File: src/rtl/div_seq_r2_pkg.sv
// div_seq_r2_pkg: shared state encodings and default width for the radix-2 divider
package div_seq_r2_pkg;
  localparam int DIV_WIDTH = 32;
  localparam logic [1:0] DIV_IDLE = 2'd0;
  localparam logic [1:0] DIV_CALC = 2'd1;
  localparam logic [1:0] DIV_DONE = 2'd2;
endpackage

File: src/rtl/div_seq_r2_step.sv
// div_seq_r2_step: one restoring step, shift {r,q} left and try subtracting the divisor
module div_seq_r2_step #(
  parameter int WIDTH = 32
) (
  input  logic [WIDTH-1:0] r,
  input  logic [WIDTH-1:0] q,
  input  logic [WIDTH-1:0] d,
  output logic [WIDTH-1:0] r_n,
  output logic [WIDTH-1:0] q_n
);
  logic [WIDTH:0] rs;
  logic [WIDTH:0] t;
  // r < d <= 2^(WIDTH-1) keeps the shifted remainder below 2^WIDTH, so the borrow bit is the sign
  assign rs  = {r, q[WIDTH-1]};
  assign t   = rs - {1'b0, d};
  assign r_n = t[WIDTH] ? rs[WIDTH-1:0] : t[WIDTH-1:0];
  assign q_n = {q[WIDTH-2:0], ~t[WIDTH]};
endmodule

File: src/rtl/div_seq_r2.sv
// div_seq_r2: iterative radix-2 restoring divider returning {remainder, quotient}
module div_seq_r2
  import div_seq_r2_pkg::*;
#(
  parameter int WIDTH = DIV_WIDTH
) (
  input  logic               clk,
  input  logic               rst,
  input  logic               flush,
  input  logic [WIDTH-1:0]   a,
  input  logic [WIDTH-1:0]   b,
  input  logic               valid,
  input  logic               sign,
  output logic               ready,
  output logic [2*WIDTH-1:0] result
);
  localparam int CW = $clog2(WIDTH) + 1;
  logic [1:0]       state;
  logic [CW-1:0]    cnt;
  logic             sa, sb, bz;
  logic [WIDTH-1:0] r, q, bm;
  logic [WIDTH-1:0] r_n, q_n;
  logic [WIDTH-1:0] a_mag, b_mag;
  logic [WIDTH-1:0] quo_f, rem_f;
  logic             last;
  assign a_mag = (sign & a[WIDTH-1]) ? -a : a;
  assign b_mag = (sign & b[WIDTH-1]) ? -b : b;
  assign last  = cnt == CW'(WIDTH - 1);
  // divide by zero reports an all-ones quotient regardless of operand signs
  assign quo_f = bz ? '1 : (sa ^ sb) ? -q_n : q_n;
  assign rem_f = sa ? -r_n : r_n;
  assign ready = state == DIV_DONE;
  div_seq_r2_step #(.WIDTH(WIDTH)) u_step (
    .r(r),
    .q(q),
    .d(bm),
    .r_n(r_n),
    .q_n(q_n)
  );
  always_ff @(posedge clk or posedge rst) begin
    if (rst) begin
      state  <= DIV_IDLE;
      cnt    <= '0;
      sa     <= 1'b0;
      sb     <= 1'b0;
      bz     <= 1'b0;
      r      <= '0;
      q      <= '0;
      bm     <= '0;
      result <= '0;
    end else if (flush) begin
      state <= DIV_IDLE;
    end else if (state == DIV_IDLE) begin
      if (valid) begin
        state <= DIV_CALC;
        sa    <= sign & a[WIDTH-1];
        sb    <= sign & b[WIDTH-1];
        bz    <= b == '0;
        r     <= '0;
        q     <= a_mag;
        bm    <= b_mag;
        cnt   <= '0;
      end
    end else if (state == DIV_CALC) begin
      r   <= r_n;
      q   <= q_n;
      cnt <= cnt + 1'b1;
      if (last) begin
        result <= {rem_f, quo_f};
        state  <= DIV_DONE;
      end
    end else begin
      state <= DIV_IDLE;
    end
  end
endmodule

File: config.mk
export PLATFORM = sky130hd
export DESIGN_NAME = div_seq_r2
export DESIGN_NICKNAME = d
export VERILOG_FILES = /design/src/rtl/div_seq_r2_pkg.sv /design/src/rtl/div_seq_r2_step.sv /design/src/rtl/div_seq_r2.sv
export SDC_FILE = /design/constraint.sdc
export NUM_CORES = 1
export LEC_CHECK = 0
export BUFFER_PORTS_ARGS = -buffer_cell sky130_fd_sc_hd__buf_2
export CELL_PAD_IN_SITES_DETAIL_PLACEMENT = 0
export CELL_PAD_IN_SITES_GLOBAL_PLACEMENT = 1
export CORE_MARGIN = 5
export CORE_UTILIZATION = 40
export DETAILED_ROUTE_END_ITERATION = 8
export GPL_TIMING_DRIVEN = 0
export PLACE_DENSITY_LB_ADDON = 0.05
export SYNTH_ARGS = -nofsm -noshare
export SYNTH_HDL_FRONTEND = slang
export SYNTH_SLANG_ARGS = --single-unit
File: constraint.sdc
create_clock -name clk -period 5.24 [get_ports clk]
set_input_delay 0.262 -clock clk [delete_from_list [all_inputs] [get_ports clk]]
set_output_delay 0.262 -clock clk [all_outputs]
set_load 0.01 [all_outputs]
==> results.cfg, run 1 <==
[detailed_routing]
drc_errors = 0
vias_per_cell = 5.47
wl_met2_mm = 14.1
drt-met1-wl_mm = 19.6
drt-wirelength-per-cell_um = 18.6
highest_layer = met5
dr.pass1.iters = 5
wl_met3_mm = 2.01
routed_wl_mm = 36.0
vias = 10600
drt_iter0_drc = 633
antenna_left = 0

[cts]
cts_tree = yes
clock_tree.htree_level_count = 4
clkTransAtPathRegs_ps = 80
cts_buffers = 17
root_buffer = clkbuf_16
clk_path_buf_depth = 2
clock_latency_ps = 440
clock-sinks = 171

[timing]
rsz0062_at_grt = no
setup_viol = 0
fin_skew_ps = 20.8
slew_headroom_pct = 33.6
worst_hold_slack_ps = 73.6
maxSlewViolCount = 0
max_clock_freq_mhz = 203
finalCritPeriodShare_pct = 94.0
tightest_slew_ps = 990
hold_viol_final = 0
finalCriticalPeriod_ps = 4920

[status]
outcome = complete, no violations

[pwr]
p_switching_mw = 3.58
swShare_pct = 49.0
p_seq_share_pct = 25.3
pwr_density_cell_nw_per_um2 = 550
peakVddDrop_mv = 0.297
p_int_mw = 3.74
p_leak_nw = 6.01
power.share.clock_pct = 17.5
p_comb_share_pct = 57.3

[layout]
multiInputGateArea_sq_um = 6730
final_net_count = 1657
drive_above_1_share_pct = 13.4
fillCellCount = 2817
area_delta_synth_final_pct = 16.5
design_area_sq_um = 13300
seq_area_sq_um = 4280
antenna_cells = 0

[global_route]
track_usage_pct = 22.5
first_global_vias = 9976
grt_max_degree = 89
grt_pass1_wl_mm = 56.5
overflow = 0
antenna_found_initial = 0

[setup_path]
critPathLaunchType = flop
regToRegEndpoint = result[58]$_DFFE_PP0P_
critical_path_arrival_ps = 5240
rr_worst_depth = 23
r2r-start = r[25]$_DFFE_PP0P_
endpoint_kind = flop
rrSetupSlack_ps = 320
crit_required_ps = 5560
critPathKind = reg2reg
cp_max_fo = 10

[run]
drv_cap = 0

[die]
start_util_pct = 40.8
core_area_sq_um = 28000
rows = 61
fp.dieW_um = 179
io_pins = 134
dieArea_sq_um = 32000
die_h_um = 179

[min_path]
min_path_type = in2reg
min_path_cells = 2
hp-start = b[31]
min_to = bz$_DFFE_PP0P_

[placement]
place_area_sq_um = 12600
routabilityCongestion = 0.908
dp_hpwl_mm = 28.5
numPortBuffers = 133

[logic_synthesis]
synth.distinct_cells = 69
yosys.area.top_type_share_pct = 37.5
async_flop_share_pct = 100
synth_area_leaders = dfrtp_1 37%, o21ai_0 7.5%, xnor2_1 7.1%, nand2_1 6.5%, a21oi_1 5.4%
yosys_most_used_dff = dfrtp_1
yosysTopAreaCell = dfrtp_1
yosysSeqAreaShare_pct = 37.5
synth_nets = 1502
syn_area_sq_um = 11400
synth-seq-cells = 171
syn-mean-instance-area_sq_um = 8.18
yosysWarnings = 0
synthCells = 1395
synth_edf_count = 0
[through the flow]
step	setup slack, ps	setup TNS [ps]	instances	total power [mW]	util (%)
floorplan	346	0	1395	4.66	-
global placement	-1970	-349370	1906	5.81	44.8
detailed placement	-1080	-13320	1907	5.83	45.0
CTS	13.0	0	1940	7.20	47.3
global route	26.4	0	1941	7.85	47.5
finish	316	0	1941	7.32	47.5
[cell families after synthesis]
group,count (synthesis),share of synthesized area [%]
xor+xnor,153,11.8
compound gates,432,22.5
flops,171,37.5
buf+inv,128,4.38
fa+ha+maj,38,4.23
mux,20,1.75
simple gates,453,17.9
[worst max path at each step]
stage | startpoint | endpoint | slack (ps) | depth (start not counted)
after floorplan | rst | bm[0]$_DFFE_PP0P_ | 350 | 1
after global placement | rst | result[18]$_DFFE_PP0P_ | -1970 | 2
after detailed placement | q[31]$_DFFE_PP0P_ | result[56]$_DFFE_PP0P_ | -1080 | 24
after CTS | q[31]$_DFFE_PP0P_ | result[58]$_DFFE_PP0P_ | 10 | 24
after global routing | q[31]$_DFFE_PP0P_ | result[58]$_DFFE_PP0P_ | 30 | 25
final | r[25]$_DFFE_PP0P_ | result[58]$_DFFE_PP0P_ | 320 | 23
[synth_stat cells, drive strengths merged (6+ instances only)]
cell type	count
o31ai	21
clkbuf	54
nand3b	6
inv	60
a31oi	13
nand4	8
or4	10
o211ai	8
o21ai	180
nand2b	15
a22oi	31
a21o	6
nor2	115
xor2	59
nor4	21
ha	37
xnor2	94
o41ai	14
buf	13
or3	9
a21oi	124
dfrtp	171
mux2i	20
nand3	10
nand2	197
nor3	41
[area by class of cell]
class,count,area share [%]
inverters,61,1.78
multi-input cells,1096,50.6
well taps,378,3.56
repair buffers,138,5.46
clock buffers,19,3.33
flip-flops and latches,171,32.2
clock inverters,13,1.01
plain buffers,65,2.12
[layout by cell type (no fill, tap or decap), types with 6 or more instances in the layout]
| master | count |
|---|---|
| clkbuf_16 | 17 |
| a21oi_1 | 118 |
| a31oi_1 | 12 |
| a21o_1 | 6 |
| nor3_1 | 40 |
| o21ai_0 | 170 |
| dfrtp_1 | 170 |
| o41ai_1 | 10 |
| clkbuf_1 | 52 |
| o21ai_1 | 8 |
| o211ai_1 | 8 |
| or3_1 | 9 |
| nand2_1 | 197 |
| ha_1 | 36 |
| or4_1 | 10 |
| nor4_1 | 21 |
| buf_2 | 141 |
| nand3b_1 | 6 |
| a22oi_1 | 31 |
| nor2_1 | 114 |
| inv_1 | 58 |
| xor2_1 | 59 |
| nand2b_1 | 15 |
| nand3_1 | 10 |
| xnor2_1 | 93 |
| o31ai_1 | 20 |
| mux2i_1 | 20 |
| nand4_1 | 7 |
[metal layers]
metal / vias up / GRT usage [%]
met4: 2 / 4.25
met1: 5041 / 38.0
met2: 317 / 30.0
met3: 28 / 2.83
li1: 5228 / -
met5: - / 0.962
[power by group through the flow]
stage	clock network, mW	registers, mW	logic (mW)
6_report	1.28	1.85	4.19
4_1_cts	1.31	1.83	4.06
5_1_grt	1.36	1.87	4.62
2_1_floorplan	0	1.71	2.95
3_5_place_dp	0	1.85	3.98
3_3_place_gp	0	1.85	3.95
[sequential cells by signal, summed over array words and instances (netlist names)]
| name | cells |
|---|---|
| result | 64 |
| bz | 1 |
| r | 32 |
| q | 32 |
| state | 2 |
| sb | 1 |
| cnt | 6 |
| sa | 1 |
| bm | 32 |
[critical path, stage by stage (launching register included)]
cell and delay, ps:
dfrtp_1 460, ha_1 420, nand2_1 200, o21ai_0 150
a221oi_1 390, o41ai_2 180, a31oi_4 260, xnor2_2 140
inv_2 120, buf_4 200, buf_6 170, buf_6 170
nor2_1 70, a21oi_2 200, ha_2 240, nand2_1 70
nor2_1 170, nand2_1 70, nor2_1 130, a311oi_2 90
or2_4 290, o41ai_2 340, xnor2_1 190, o21ai_1 80
[timing repair]
item / in CTS / in global routing
endpoints found under the hold margin: 83 / 0
setup buffers: 1 / 2
resized for setup: 14 / 14
hold buffers: 1 / 0
endpoints found under the setup margin: 24 / 10
pin swaps: 1 / 0
Note: power is estimated with default switching activity, not from simulation.
==> run 2: changes to the inputs <==
--- a/config.mk
+++ b/config.mk
@@ -15,4 +15,5 @@
 export PLACE_DENSITY_LB_ADDON = 0.05
 export SYNTH_ARGS = -nofsm -noshare
 export SYNTH_HDL_FRONTEND = slang
+export SYNTH_HIERARCHICAL = 1
 export SYNTH_SLANG_ARGS = --single-unit
==> run 2 against run 1 <==
The run now ends with setup timing left. Setup slack got worse by 320 ps. Register-to-register slack got worse by 320 ps. Critical path depth fell by 4. Combinational power rose by 6.7%. Sequential share of layout area fell by 1.6 points. First-iteration DRC count rose by 0.95%. Clock power rose by 10%. Worst hold slack improved by 45 ps. Non-clock buffer count rose by 61. Maximum frequency fell by 6.2%. Clock skew fell by 8.1 ps. Clock-buffer cell count rose by 1. Largest power group unchanged. Highest routed layer is now met4.
==> results.cfg, run 2 <==
[status]
outcome = finished with violations
violations = setup timing

[logic_synthesis]
yosysSeqAreaShare_pct = 36.1
yosysWarnings = 6
yosys.area.top_type_share_pct = 36.1
async_flop_share_pct = 100
synth-seq-cells = 171
syn_area_sq_um = 11800
synth_area_leaders = dfrtp_1 36%, xor2_1 6.4%, o21ai_0 4.4%, xnor2_1 4.2%, ha_1 3.9%
synthCells = 1330
yosys_most_used_dff = dfrtp_1
synth_nets = 1437
syn-mean-instance-area_sq_um = 8.91
synth_common_cells = 171 x dfrtp_1, 120 x nand2_1, 104 x o21ai_0
synth_edf_count = 0
yosysMostFrequentCell = dfrtp_1
yosysTopAreaCell = dfrtp_1
synth.distinct_cells = 89

[detailed_routing]
vias = 10400
drc_errors = 0
vias_per_cell = 5.45
antenna_left = 0
routed_wl_mm = 35.4
drt-wirelength-per-cell_um = 18.6
drt_iter0_drc = 639
dr.pass1.iters = 5

[global_route]
grt_pass1_wl_mm = 56.2
use_met1_pct = 32.8
first_global_vias = 9990
grt_busiest_layer = met1
antenna_found_initial = 0
grt_max_degree = 91
track_usage_pct = 21.0
grtUsageMet3_pct = 3.47
use_met2_pct = 30.5
overflow = 0

[layout]
area_delta_synth_final_pct = 18.2
fin_cells = 1906
drive_above_1_share_pct = 20.8
layout_commonest_cell = dfrtp_1
antenna_cells = 0
largest_reg_flops = 64
top_register = result
final_cell_mix = 171 x dfrtp_1, 140 x buf_2, 120 x nand2_1
final_net_count = 1612

[setup_path]
cp_max_fo = 6
endpoint_kind = flop
crit_required_ps = 5540
cp_cell_sequence = ha_4 > fa_2 > and2b_2 > o2111ai_4 > a21oi_2 > o2111ai_2 > a211oi_2 > nor2_4 > mux2i_4 > and2_4 > buf_4 > o21ai_0 > or4_4 > or3_4 > buf_8 > buf_12 > o31ai_2 > xor2_1 > o21ai_1
critPathKind = reg2reg
slowest_stage = or4_4
rrSetupSlack_ps = -9
slowest_delay_ps = 620
critPathLaunchType = flop
critical_path_arrival_ps = 5550

[pwr]
pwr_density_cell_nw_per_um2 = 538
p_leak_nw = 6.25
peakVddDrop_mv = 0.302

[timing]
slew_headroom_pct = 30.1
worst_hold_slack_ps = 119
fin_skew_ps = 12.7
max_clock_freq_mhz = 191
finalCritPeriodShare_pct = 100
layout_setup_ws_ps = -8.73
finalCriticalPeriod_ps = 5250
hold_viol_final = 0
rsz0062_at_grt = yes
maxSlewViolCount = 0
setup_viol = 1
tns_ps = -8.73
tightest_slew_ps = 1030

[die]
die_h_um = 182
dieArea_sq_um = 33200
core_area_sq_um = 29400
fp.dieW_um = 182
start_util_pct = 40.3
io_pins = 134
rows = 63

[cts]
clock_tree.htree_level_count = 4
clock_latency_ps = 430
clock-sinks = 171
cts_tree = yes
root_buffer = clkbuf_16
clk_path_buf_depth = 2
cts_buffers = 17
clkTransAtPathRegs_ps = 70

[min_path]
min_path_type = in2reg

[run]
drv_cap = 0

[placement]
pre_cts_slack_ps = -339
routabilityCongestion = 0.834
numPortBuffers = 133
dp_hpwl_mm = 27.5
post-place-cells = 1854
-- run 2: cells by family (layout without fill, tap and decap cells) --
kind of cell             Yosys count  count (layout)  share of synthesized area (%)
flip-flops                       171             171                           36.1
AO/OA/AOI/OAI                    405             405                           22.7
adder cells (fa/ha/maj)           38              38                           4.08
XOR/XNOR                         144             144                           10.6
AND/OR/NAND/NOR                  380             380                           15.7
buffers and inverters            162             348                           7.19
multiplexers                      30              30                           3.49
-- run 2: layer usage --
| metal | wire length [um] | up-vias | part of all wire (%) |
|---|---|---|---|
| li1 | - | 5114 | - |
| met1 | 18100 | 4973 | 51 |
| met2 | 15000 | 268 | 42 |
| met3 | 1980 | 27 | 5.6 |
| met4 | 296 | 0 | 0.84 |
| met5 | 0 | - | 0 |
-- run 2: per-stage QoR --
stage / util (%) / total power [mW] / area [sq um]
after detailed placement: 44.3 / 5.70 / 13000
after global placement: 44.2 / 5.67 / 13000
final: 47.6 / 7.54 / 14000
after floorplan: - / 4.73 / 11800
after CTS: 46.7 / 7.17 / 13700
after global routing: 47.6 / 8.07 / 14000
-- run 2: what timing repair did --
item / 4_1_cts / 5_1_grt
setup buffers: 4 / 18
hold buffers: 1 / 0
pin swaps: 6 / 23
endpoints found under the hold margin: 81 / 0
endpoints found under the setup margin: 36 / 30
gates cloned: 0 / 2
resized for setup: 4 / 25
-- run 2: worst paths after layout --
check	startpoint	to	cells past startpoint
max in group asynchronous	rst	bm[16]$_DFFE_PP0P_	4
min in group asynchronous	rst	result[6]$_DFFE_PP0P_	3
setup / recovery	bm[0]$_DFFE_PP0P_	result[51]$_DFFE_PP0P_	19
hold reg to reg	result[44]$_DFFE_PP0P_	result[44]$_DFFE_PP0P_	2
setup reg to reg	bm[0]$_DFFE_PP0P_	result[51]$_DFFE_PP0P_	19
hold / removal	sign	bm[31]$_DFFE_PP0P_	2
-- run 2: worst max-delay path, delay by kind of cell, from the launching register on --
family          cells  cell delay, ps
buf+inv             3             450
mux                 1             200
fa+ha+maj           2             570
xor+xnor            1             250
simple gates        5            1620
compound gates      7            1590
flops               1             420
-- run 2: layout make-up --
cell class,count,area [sq um]
buffer,105,633
clock buffer,20,447
clock inverter,10,191
fill,2926,15400
inverter,54,223
multi-input combinational,997,6830
sequential,171,4280
tap,390,488
timing repair buffer,159,911
-- run 2: where the power goes --
part | switching, mW | internal (mW) | total [mW]
sequential | 0.141 | 1.52 | 1.66
clock | 0.551 | 0.858 | 1.41
combinational | 2.53 | 1.94 | 4.47
total | 3.22 | 4.32 | 7.54
